===== config.mk =====
export PLATFORM = sky130hd
export DESIGN_NAME = ultrasonido_ctrl
export DESIGN_NICKNAME = d
export VERILOG_FILES = /design/src/rtl/ultrasonido_pkg.sv /design/src/rtl/ultrasonido_sync.sv /design/src/rtl/ultrasonido_ctrl.sv
export SDC_FILE = /design/constraint.sdc
export NUM_CORES = 1
export LEC_CHECK = 0
export ABC_CLOCK_PERIOD_IN_PS = 4650
export BUFFER_PORTS_ARGS = -buffer_cell sky130_fd_sc_hd__buf_4
export CORE_MARGIN = 2
export CORE_UTILIZATION = 59
export DETAILED_ROUTE_END_ITERATION = 8
export GPL_ROUTABILITY_DRIVEN = 0
export HOLD_SLACK_MARGIN = 0.08
export PLACE_DENSITY = 0.9
export SLEW_MARGIN = 5
export SYNTH_ARGS = -nofsm -noshare
export SYNTH_HDL_FRONTEND = slang
export SYNTH_HIERARCHICAL = 1
export SYNTH_SLANG_ARGS = --single-unit

===== constraint.sdc =====
create_clock -name clk -period 4.65 [get_ports clk]
set_input_delay 0.93 -clock clk [delete_from_list [all_inputs] [get_ports clk]]
set_output_delay 0.93 -clock clk [all_outputs]
set_load 0.01 [all_outputs]

===== src/rtl/ultrasonido_pkg.sv =====
// Shared types and constants for the ultrasonic range controller.
package ultrasonido_pkg;
    typedef enum logic [2:0] {
        IDLE,
        TRIG,
        WAIT_LOW,
        WAIT_HIGH,
        MEASURE,
        DONE
    } state_t;

    localparam int TRIG_TICKS_DEF    = 1;
    localparam int TIMEOUT_TICKS_DEF = 3000;
    // 0.172 cm per 10 us tick approximated as 11/64
    localparam int CM_MUL   = 11;
    localparam int CM_SHIFT = 6;
endpackage


===== src/rtl/ultrasonido_sync.sv =====
// Two-flop synchronizer for an asynchronous level, plus a third stage for edge detection.
// Synchronized level appears 2 cycles after the input; edges are reported in that same cycle.
module ultrasonido_sync (
    input  logic clk,
    input  logic rst_n,
    input  logic async_i,
    output logic sync_o,
    output logic rise_o,
    output logic fall_o
);
    logic [2:0] sh_q;

    always_ff @(posedge clk) begin
        if (!rst_n) begin
            sh_q <= '0;
        end else begin
            sh_q <= {sh_q[1:0], async_i};
        end
    end

    assign sync_o = sh_q[1];
    assign rise_o = sh_q[1] & ~sh_q[2];
    assign fall_o = ~sh_q[1] & sh_q[2];
endmodule


===== src/rtl/ultrasonido_ctrl.sv =====
// Ultrasonic sensor controller: trigger pulse, echo width measured in ticks, timeout handling.
// Define ULTRASONIDO_CM_EN to report centimetres (one extra register stage, valid one cycle later).
module ultrasonido_ctrl
    import ultrasonido_pkg::*;
#(
    parameter int TRIG_TICKS    = TRIG_TICKS_DEF,
    parameter int TIMEOUT_TICKS = TIMEOUT_TICKS_DEF,
    parameter int CW            = 16
) (
    input  logic          clk,
    input  logic          rst_n,
    input  logic          tick,
    input  logic          start,
    input  logic          echo,
    output logic          trigger,
    output logic [CW-1:0] distance,
    output logic          valid,
    output logic          busy,
    output logic          timeout
);
    localparam logic [CW-1:0] TRIG_C = CW'(TRIG_TICKS);
    localparam logic [CW-1:0] TO_C   = CW'(TIMEOUT_TICKS);

    state_t        state_q, state_d;
    logic [CW-1:0] cnt_q, cnt_d, cnt_inc, dist_q;
    logic          to_q, to_d;
    logic          hit_to;
    logic          echo_s, echo_rise, echo_fall;

    ultrasonido_sync u_echo_sync (
        .clk    (clk),
        .rst_n  (rst_n),
        .async_i(echo),
        .sync_o (echo_s),
        .rise_o (echo_rise),
        .fall_o (echo_fall)
    );

    assign cnt_inc = (&cnt_q) ? cnt_q : cnt_q + CW'(1);
    assign hit_to  = tick && (cnt_inc >= TO_C);

    always_ff @(posedge clk) begin
        if (!rst_n) begin
            state_q <= IDLE;
            cnt_q   <= '0;
            to_q    <= 1'b0;
        end else begin
            state_q <= state_d;
            cnt_q   <= cnt_d;
            to_q    <= to_d;
        end
    end

    always_comb begin
        state_d = state_q;
        cnt_d   = cnt_q;
        to_d    = to_q;
        case (state_q)
            IDLE: begin
                if (start) begin
                    state_d = TRIG;
                    cnt_d   = '0;
                    to_d    = 1'b0;
                end
            end
            TRIG: begin
                if (tick) begin
                    if (cnt_inc >= TRIG_C) begin
                        state_d = WAIT_LOW;
                        cnt_d   = '0;
                    end else begin
                        cnt_d = cnt_inc;
                    end
                end
            end
            WAIT_LOW: begin
                if (hit_to) begin
                    state_d = DONE;
                    cnt_d   = '1;
                    to_d    = 1'b1;
                end else begin
                    if (tick) cnt_d = cnt_inc;
                    // echo left over from an earlier ping must drop before we arm
                    if (!echo_s) state_d = WAIT_HIGH;
                end
            end
            WAIT_HIGH: begin
                if (echo_rise) begin
                    state_d = MEASURE;
                    cnt_d   = '0;
                end else if (hit_to) begin
                    state_d = DONE;
                    cnt_d   = '1;
                    to_d    = 1'b1;
                end else if (tick) begin
                    cnt_d = cnt_inc;
                end
            end
            MEASURE: begin
                if (echo_fall) begin
                    state_d = DONE;
                    cnt_d   = tick ? cnt_inc : cnt_q;
                end else if (hit_to) begin
                    state_d = DONE;
                    cnt_d   = '1;
                    to_d    = 1'b1;
                end else if (tick) begin
                    cnt_d = cnt_inc;
                end
            end
            DONE:    state_d = IDLE;
            default: state_d = IDLE;
        endcase
    end

`ifdef ULTRASONIDO_CM_EN
    logic [CW+3:0] prod;
    logic          valid_q;

    assign prod = {4'b0000, cnt_q} * (CW+4)'(CM_MUL);

    always_ff @(posedge clk) begin
        if (!rst_n) begin
            dist_q  <= '0;
            valid_q <= 1'b0;
        end else begin
            valid_q <= (state_q == DONE);
            if (state_q == DONE) dist_q <= to_q ? '1 : CW'(prod >> CM_SHIFT);
        end
    end

    assign valid = valid_q;
`else
    always_ff @(posedge clk) begin
        if (!rst_n) begin
            dist_q <= '0;
        end else if (state_d == DONE && state_q != DONE) begin
            dist_q <= cnt_d;
        end
    end

    assign valid = (state_q == DONE);
`endif

    assign distance = dist_q;
    assign trigger  = (state_q == TRIG);
    assign busy     = (state_q != IDLE);
    assign timeout  = to_q;
endmodule


# Word level (Yosys, flattened, before mapping)
# Index checks and enable logic that the tools add are counted.
[totals]
ff_bits = 39
out_inout_bits = 20
wordCells = 52
[classes]
addsub = 1
order_cmp = 2
n_eq_ne = 10
mux = 23
n_bitwise = 4
n_reduce_logical = 7
[op_table]
columns = ["op", "n"]
rows = [
  ["16-bit 2-to-1 mux", 8],
  ["16-bit one-hot mux with 5 select lines", 1],
  ["3-bit 2-to-1 mux", 8],
  ["16-bit by 1-bit adder with 16-bit output (second input constant)", 1],
  ["16-bit by 1-bit greater-or-equal comparator with 1-bit output (second input constant)", 1],
  ["16-bit by 12-bit greater-or-equal comparator with 1-bit output (second input constant)", 1],
  ["16-bit AND reduction", 1],
  ["3-bit one-hot mux with 5 select lines", 1],
  ["3-bit == test (second input constant)", 3],
  ["3-bit by 2-bit == test with 1-bit output (second input constant)", 2],
  ["2-bit != test (second input constant)", 3],
  ["1-bit 2-to-1 mux", 4],
  ["1-bit one-hot mux with 4 select lines", 1],
  ["4-bit AND reduction", 1],
  ["4-bit nonzero test", 1],
  ["3-bit by 1-bit == test with 1-bit output (second input constant)", 1],
  ["3-bit zero test", 1],
  ["3-bit != test (second input constant)", 1],
  ["3-bit nonzero test", 1],
  ["1-bit bitwise AND", 2],
  ["1-bit logical AND", 2],
  ["1-bit NOT", 2],
]

# Longest topological paths before layout
[depth]
ltp_word = 9
depth_mapped = 14
depth_no_buf = 9

# Cells and area by module
# The synthesis kept the hierarchy.
[modules_own_cells]
columns = ["module", "n_inst", "cells_per_inst", "area_per_inst_um2", "seq_area_each_um2"]
rows = [
  ["ultrasonido_ctrl", 1, 292, 2379.8, 720.7],
  ["ultrasonido_sync", 1, 8, 91.3, 60.1],
]

# Least setup slack after synthesis
# OpenSTA, ideal clock, no wires.
[synth_path]
kind = "register to register"
startpoint = "reg cnt_q[0]"
endpoint = "reg dist_q[11], in the netlist distance[11]"
setup_time_ns = 0.121
arrival_time_ns = 3.321
required_ns = 4.529
setup_slack_ns = 1.208
stages_incl_launch_ff = 14
n_path_buf = 4
cell_sequence = "dfxtp_1 -> ha_1 -> clkbuf_1 -> nand4_1 -> or4_4 -> a21oi_1 -> nor3_1 -> o311a_1 -> or4_1 -> buf_2 -> and3_4 -> buf_6 -> buf_6 -> mux2_4"
[synth_between]
elab_chain_len = 9
word_cells_on_any_way = 22
[synth_rtl]
columns = ["element", "line_no", "text"]
rows = [
  ["from (decl)", "ultrasonido_ctrl.sv:25", "logic [CW-1:0] cnt_q, cnt_d, cnt_inc, dist_q;"],
  ["from (signal assigned)", "ultrasonido_ctrl.sv:49", "cnt_q <= cnt_d;"],
  ["16-bit by 1-bit adder with 16-bit output / 16-bit AND reduction (equally long branches)", "ultrasonido_ctrl.sv:39", "assign cnt_inc = (&cnt_q) ? cnt_q : cnt_q + CW'(1);"],
  ["16-bit 2-to-1 mux (*)", "ultrasonido_ctrl.sv:39", ""],
  ["16-bit by 12-bit greater-or-equal comparator with 1-bit output", "ultrasonido_ctrl.sv:40", "assign hit_to = tick && (cnt_inc >= TO_C);"],
  ["1-bit logical AND", "ultrasonido_ctrl.sv:40", ""],
  ["3-bit 2-to-1 mux", "ultrasonido_ctrl.sv:91, ultrasonido_ctrl.sv:103", ""],
  ["3-bit 2-to-1 mux (on tied branches)", "ultrasonido_ctrl.sv:100, ultrasonido_ctrl.sv:88", ""],
  ["3-bit one-hot mux with 5 select lines", "ultrasonido_ctrl.sv:58", "case (state_q)"],
  ["3-bit == test", "ultrasonido_ctrl.sv:137", "end else if (state_d == DONE && state_q != DONE) begin"],
  ["1-bit logical AND", "ultrasonido_ctrl.sv:137", ""],
  ["to (signal assigned)", "ultrasonido_ctrl.sv:138", "dist_q <= cnt_d;"],
  ["to (decl)", "ultrasonido_ctrl.sv:25", ""],
]
# Every way passes the cells marked *; elsewhere a longest branch is shown, timed or not.
# A chain may end at the register's enable or synchronous reset.

# Worst setup path after layout
[layout_path]
startpoint = "reg cnt_q[0]"
endpoint = "reg dist_q[1], in the netlist distance[1]"
# Same word-level chain as after synthesis.

==> flow_summary.json <==
{
  "grt_first_pass_wirelength_um": 10500,
  "multiInputGateArea_um2": 1550,
  "cp_data_required_time_ns": 4.83,
  "synth.top_cell.area_share_pct": 31.6,
  "nFillCells": 341,
  "r2r_cells": 9,
  "post_route_cells_drive_above_1_share_pct": 13.6,
  "postSynthNetCount": 306,
  "timing.critical_path.slowest_stage_cell": "sky130_fd_sc_hd__o311a_1",
  "worst_path_arrival_ns": 4.07,
  "synth_top_flop_cell": "sky130_fd_sc_hd__dfxtp_1",
  "worst-path-max-fanout": 16,
  "hold_path_depth": 1,
  "synth.largest_area_cell": "sky130_fd_sc_hd__dfxtp_1",
  "viasPerCell": 6.73,
  "simple_gate_share_of_the_synthesized_area_pct": 26.4,
  "async_reset_ff_share_pct": 0,
  "path_clk_slew_ns": 0.07,
  "maxClockFrequency_mhz": 257,
  "core_region_area_um2": 4030,
  "clk-insertion-delay-late_ns": 0.29,
  "end_kind": "flop",
  "overflow": 0,
  "grt_pass1_vias": 2153,
  "peakVddDrop_mv": 0.299,
  "cts.repair_timing.setup_buffer_count": 0,
  "cellLeakagePower_nw": 1.01,
  "setup_viol": 0,
  "worstPathCellList": "ha_1 > inv_1 > nor4_1 > mux2_1 > nor4_1 > o311a_1 > or4_1 > and3_4 > mux2_1",
  "sequential_to_total_area_share_from_yosys_stat_pct": 31.6,
  "postSynthRegisterBits": 39,
  "rows": 23,
  "synthXorXnorAreaFrac_pct": 1.77,
  "tritoncts_num_sinks": 39,
  "cellPowerDensity_nw_per_um2": 236,
  "routed_wirelength_um": 6420,
  "synth-edff-count": 0,
  "final_net_count": 314,
  "die_w_um": 68.7,
  "regArea_um2": 781,
  "total_power_mw": 0.635,
  "muxShareOfSynthArea_pct": 8.41,
  "cts_tree": "yes",
  "tritoncts.num_buffers": 5,
  "ys.warnings.count": 6,
  "routed-via-count": 2415,
  "post_synthesis_cell_type_count": 57,
  "synth_top_family_by_area": "simple AND/OR/NAND/NOR gates",
  "number_of_antenna_violations_at_the_first_check_in_global_routing": 0,
  "placement.cell_area_um2": 2610,
  "syn-mean-instance-area_um2": 8.24,
  "worst_path_max_stage_delay_ns": 0.52,
  "design.portCount": 25,
  "timing.hold.worst.class": "reg -> reg",
  "dieArea_um2": 4720,
  "drv_slew": 0,
  "cts-htree-levels": 2,
  "tightest_slew_ns": 1.15,
  "rsz0062_at_grt": "no",
  "drt-initial-drc-count": 314,
  "fin_skew_ns": 0.00753,
  "start_util_pct": 61.3,
  "setup-tns-final_ns": 0,
  "fp.dieH_um": 68.7,
  "cts-root-to-sink-buffers": 2,
  "insertedDiodeCount": 0,
  "pin_count_of_the_biggest_net_entering_global_routing": 31,
  "synthesis.instances": 300,
  "final_hold_vios": 0,
  "post_synth_instance_area_um2": 2470,
  "post-route-period-util_pct": 83.8,
  "worst-setup-path-type": "reg -> reg",
  "synth_area_leaders": "sky130_fd_sc_hd__dfxtp_1, sky130_fd_sc_hd__mux2_1, sky130_fd_sc_hd__nor2_1",
  "cts_hold_repair.buffers": 0,
  "grt_use_total_pct": 29.9,
  "yosys.area_share.adder_pct": 0.506,
  "avgRoutedWirePerCell_um": 17.9,
  "first_pass_iters": 5,
  "cp-start-kind": "flop",
  "cts_resized": 0,
  "final_antenna_net_count": 0,
  "detail_route.drc_violations": 0,
  "drv_cap": 0,
  "final_period_minus_worst_setup_slack_ns": 3.90,
  "synth_compound_area_share_pct": 25.4,
  "slew_headroom_pct": 21.4,
  "finish.instance_area_um2": 2690,
  "syn2layout_area_growth_pct": 8.91,
  "ctsRootBufferMaster": "sky130_fd_sc_hd__clkbuf_8",
  "dp.final_hpwl_um": 4710,
  "run_status": "completed",
  "place.port_buffers": 24
}
-- final timing paths --
| kind | startpoint | slack [ns] | end |
|---|---|---|---|
| max | cnt_q[0] | 0.75 | distance[1] |
| min | u_echo_sync/sh_q[0] | 0.43 | u_echo_sync/sh_q[1] |
| min reg2reg | u_echo_sync/sh_q[0] | 0.43 | u_echo_sync/sh_q[1] |
| max reg2reg | cnt_q[0] | 0.75 | distance[1] |
-- layout make-up --
type	count	share of cell area, %
repair buffers	25	6.97
flip-flops and latches	39	29.0
clock buffers	7	2.84
multi-input cells	228	57.4
clock inverters	1	0.186
inverters	9	1.26
well taps	50	2.32
-- layer usage --
layer | track usage [%] | wire length (µm) | vias up
li1 | - | - | 1141
met2 | 45.6 | 2920 | 136
met3 | 4.55 | 574 | 13
met4 | 12.5 | 147 | 0
met5 | 0 | 0 | -
met1 | 42.2 | 2780 | 1125
-- registers in the layout (all words and copies together) (netlist names) --
| name | count |
|---|---|
| cnt_q | 16 |
| distance | 16 |
| state_q | 3 |
| timeout | 1 |
| u_echo_sync/sh_q | 3 |
-- report_power, final --
| part | switching [mW] | internal [mW] |
|---|---|---|
| clock | 0.108 | 0.105 |
| sequential | 0.00693 | 0.338 |
| combinational | 0.0508 | 0.0266 |
-- placed cells by master (no fill, tap or decap), types with 3 or more instances in the layout --
cell type / instances
sky130_fd_sc_hd__dfxtp_1: 39
sky130_fd_sc_hd__buf_4: 25
sky130_fd_sc_hd__nor2_1: 24
sky130_fd_sc_hd__nand2_1: 23
sky130_fd_sc_hd__o21ai_0: 14
sky130_fd_sc_hd__and2_1: 14
sky130_fd_sc_hd__a21oi_1: 10
sky130_fd_sc_hd__mux2_1: 9
sky130_fd_sc_hd__inv_1: 8
sky130_fd_sc_hd__nand3_1: 7
sky130_fd_sc_hd__nor4_1: 7
sky130_fd_sc_hd__nand4b_1: 7
sky130_fd_sc_hd__o31ai_1: 7
sky130_fd_sc_hd__a32o_1: 7
sky130_fd_sc_hd__nor3_1: 6
sky130_fd_sc_hd__o22ai_1: 6
sky130_fd_sc_hd__a31oi_1: 6
sky130_fd_sc_hd__or3_1: 5
sky130_fd_sc_hd__mux2i_1: 5
sky130_fd_sc_hd__o21a_1: 5
sky130_fd_sc_hd__clkbuf_8: 5
sky130_fd_sc_hd__nand2b_1: 4
sky130_fd_sc_hd__o32ai_1: 4
sky130_fd_sc_hd__a22oi_1: 4
sky130_fd_sc_hd__nand4_1: 3
sky130_fd_sc_hd__a21boi_0: 3
sky130_fd_sc_hd__a2111oi_0: 3
sky130_fd_sc_hd__nor3b_1: 3
sky130_fd_sc_hd__xnor2_1: 3
sky130_fd_sc_hd__a21o_1: 3
sky130_fd_sc_hd__o21ai_1: 3
sky130_fd_sc_hd__mux2_4: 3
-- Yosys cell counts (all sizes together) (2+ instances only) --
master and number:
and4 2, a21o 3, o22a 2, nand2 23
nor3b 3, mux2 13, nand4 4, a211oi 2
o32ai 4, dfxtp 39, o31ai 7, nor4 8
o31a 2, a22oi 4, a2111oi 3, o21a 5
o22ai 6, a221oi 2, clkbuf 16, a21oi 10
xnor2 3, and2 14, nand4b 7, nor2b 2
or3 5, nor2 24, xor2 2, mux2i 5
nor3 7, a31oi 6, inv 8, o21ai 17
nand2b 4, nand3 7, or4 3, buf 8
a21boi 3, a32o 7
-- critical path, delay by kind of cell (launching register included) --
kind            cells  cell delay [ns]
simple gates        4             1.54
mux                 2             0.74
compound gates      1             0.52
flops               1             0.45
fa+ha+maj           1             0.39
buf+inv             1             0.14
-- through the flow --
stage	setup slack (ns)	hold WS (ns)	std cells	util [%]
finish	0.754	0.434	359	66.8
detailed placement	0.821	0.421	351	64.8
global route	0.542	0.452	359	66.8
floorplan	1.21	0.406	300	-
CTS	0.786	0.437	359	66.8
global placement	1.02	0.409	351	64.8
-- cell families (layout without fill, tap and decap cells) --
| logic type | Yosys count | after routing |
|---|---|---|
| adder cells (fa/ha/maj) | 1 | 1 |
| AO/OA/AOI/OAI | 89 | 89 |
| AND/OR/NAND/NOR | 115 | 115 |
| flip-flops | 39 | 39 |
| multiplexers | 18 | 18 |
| XOR/XNOR | 5 | 5 |
| buffers and inverters | 33 | 42 |
Power figures use the tool's default switching activity.
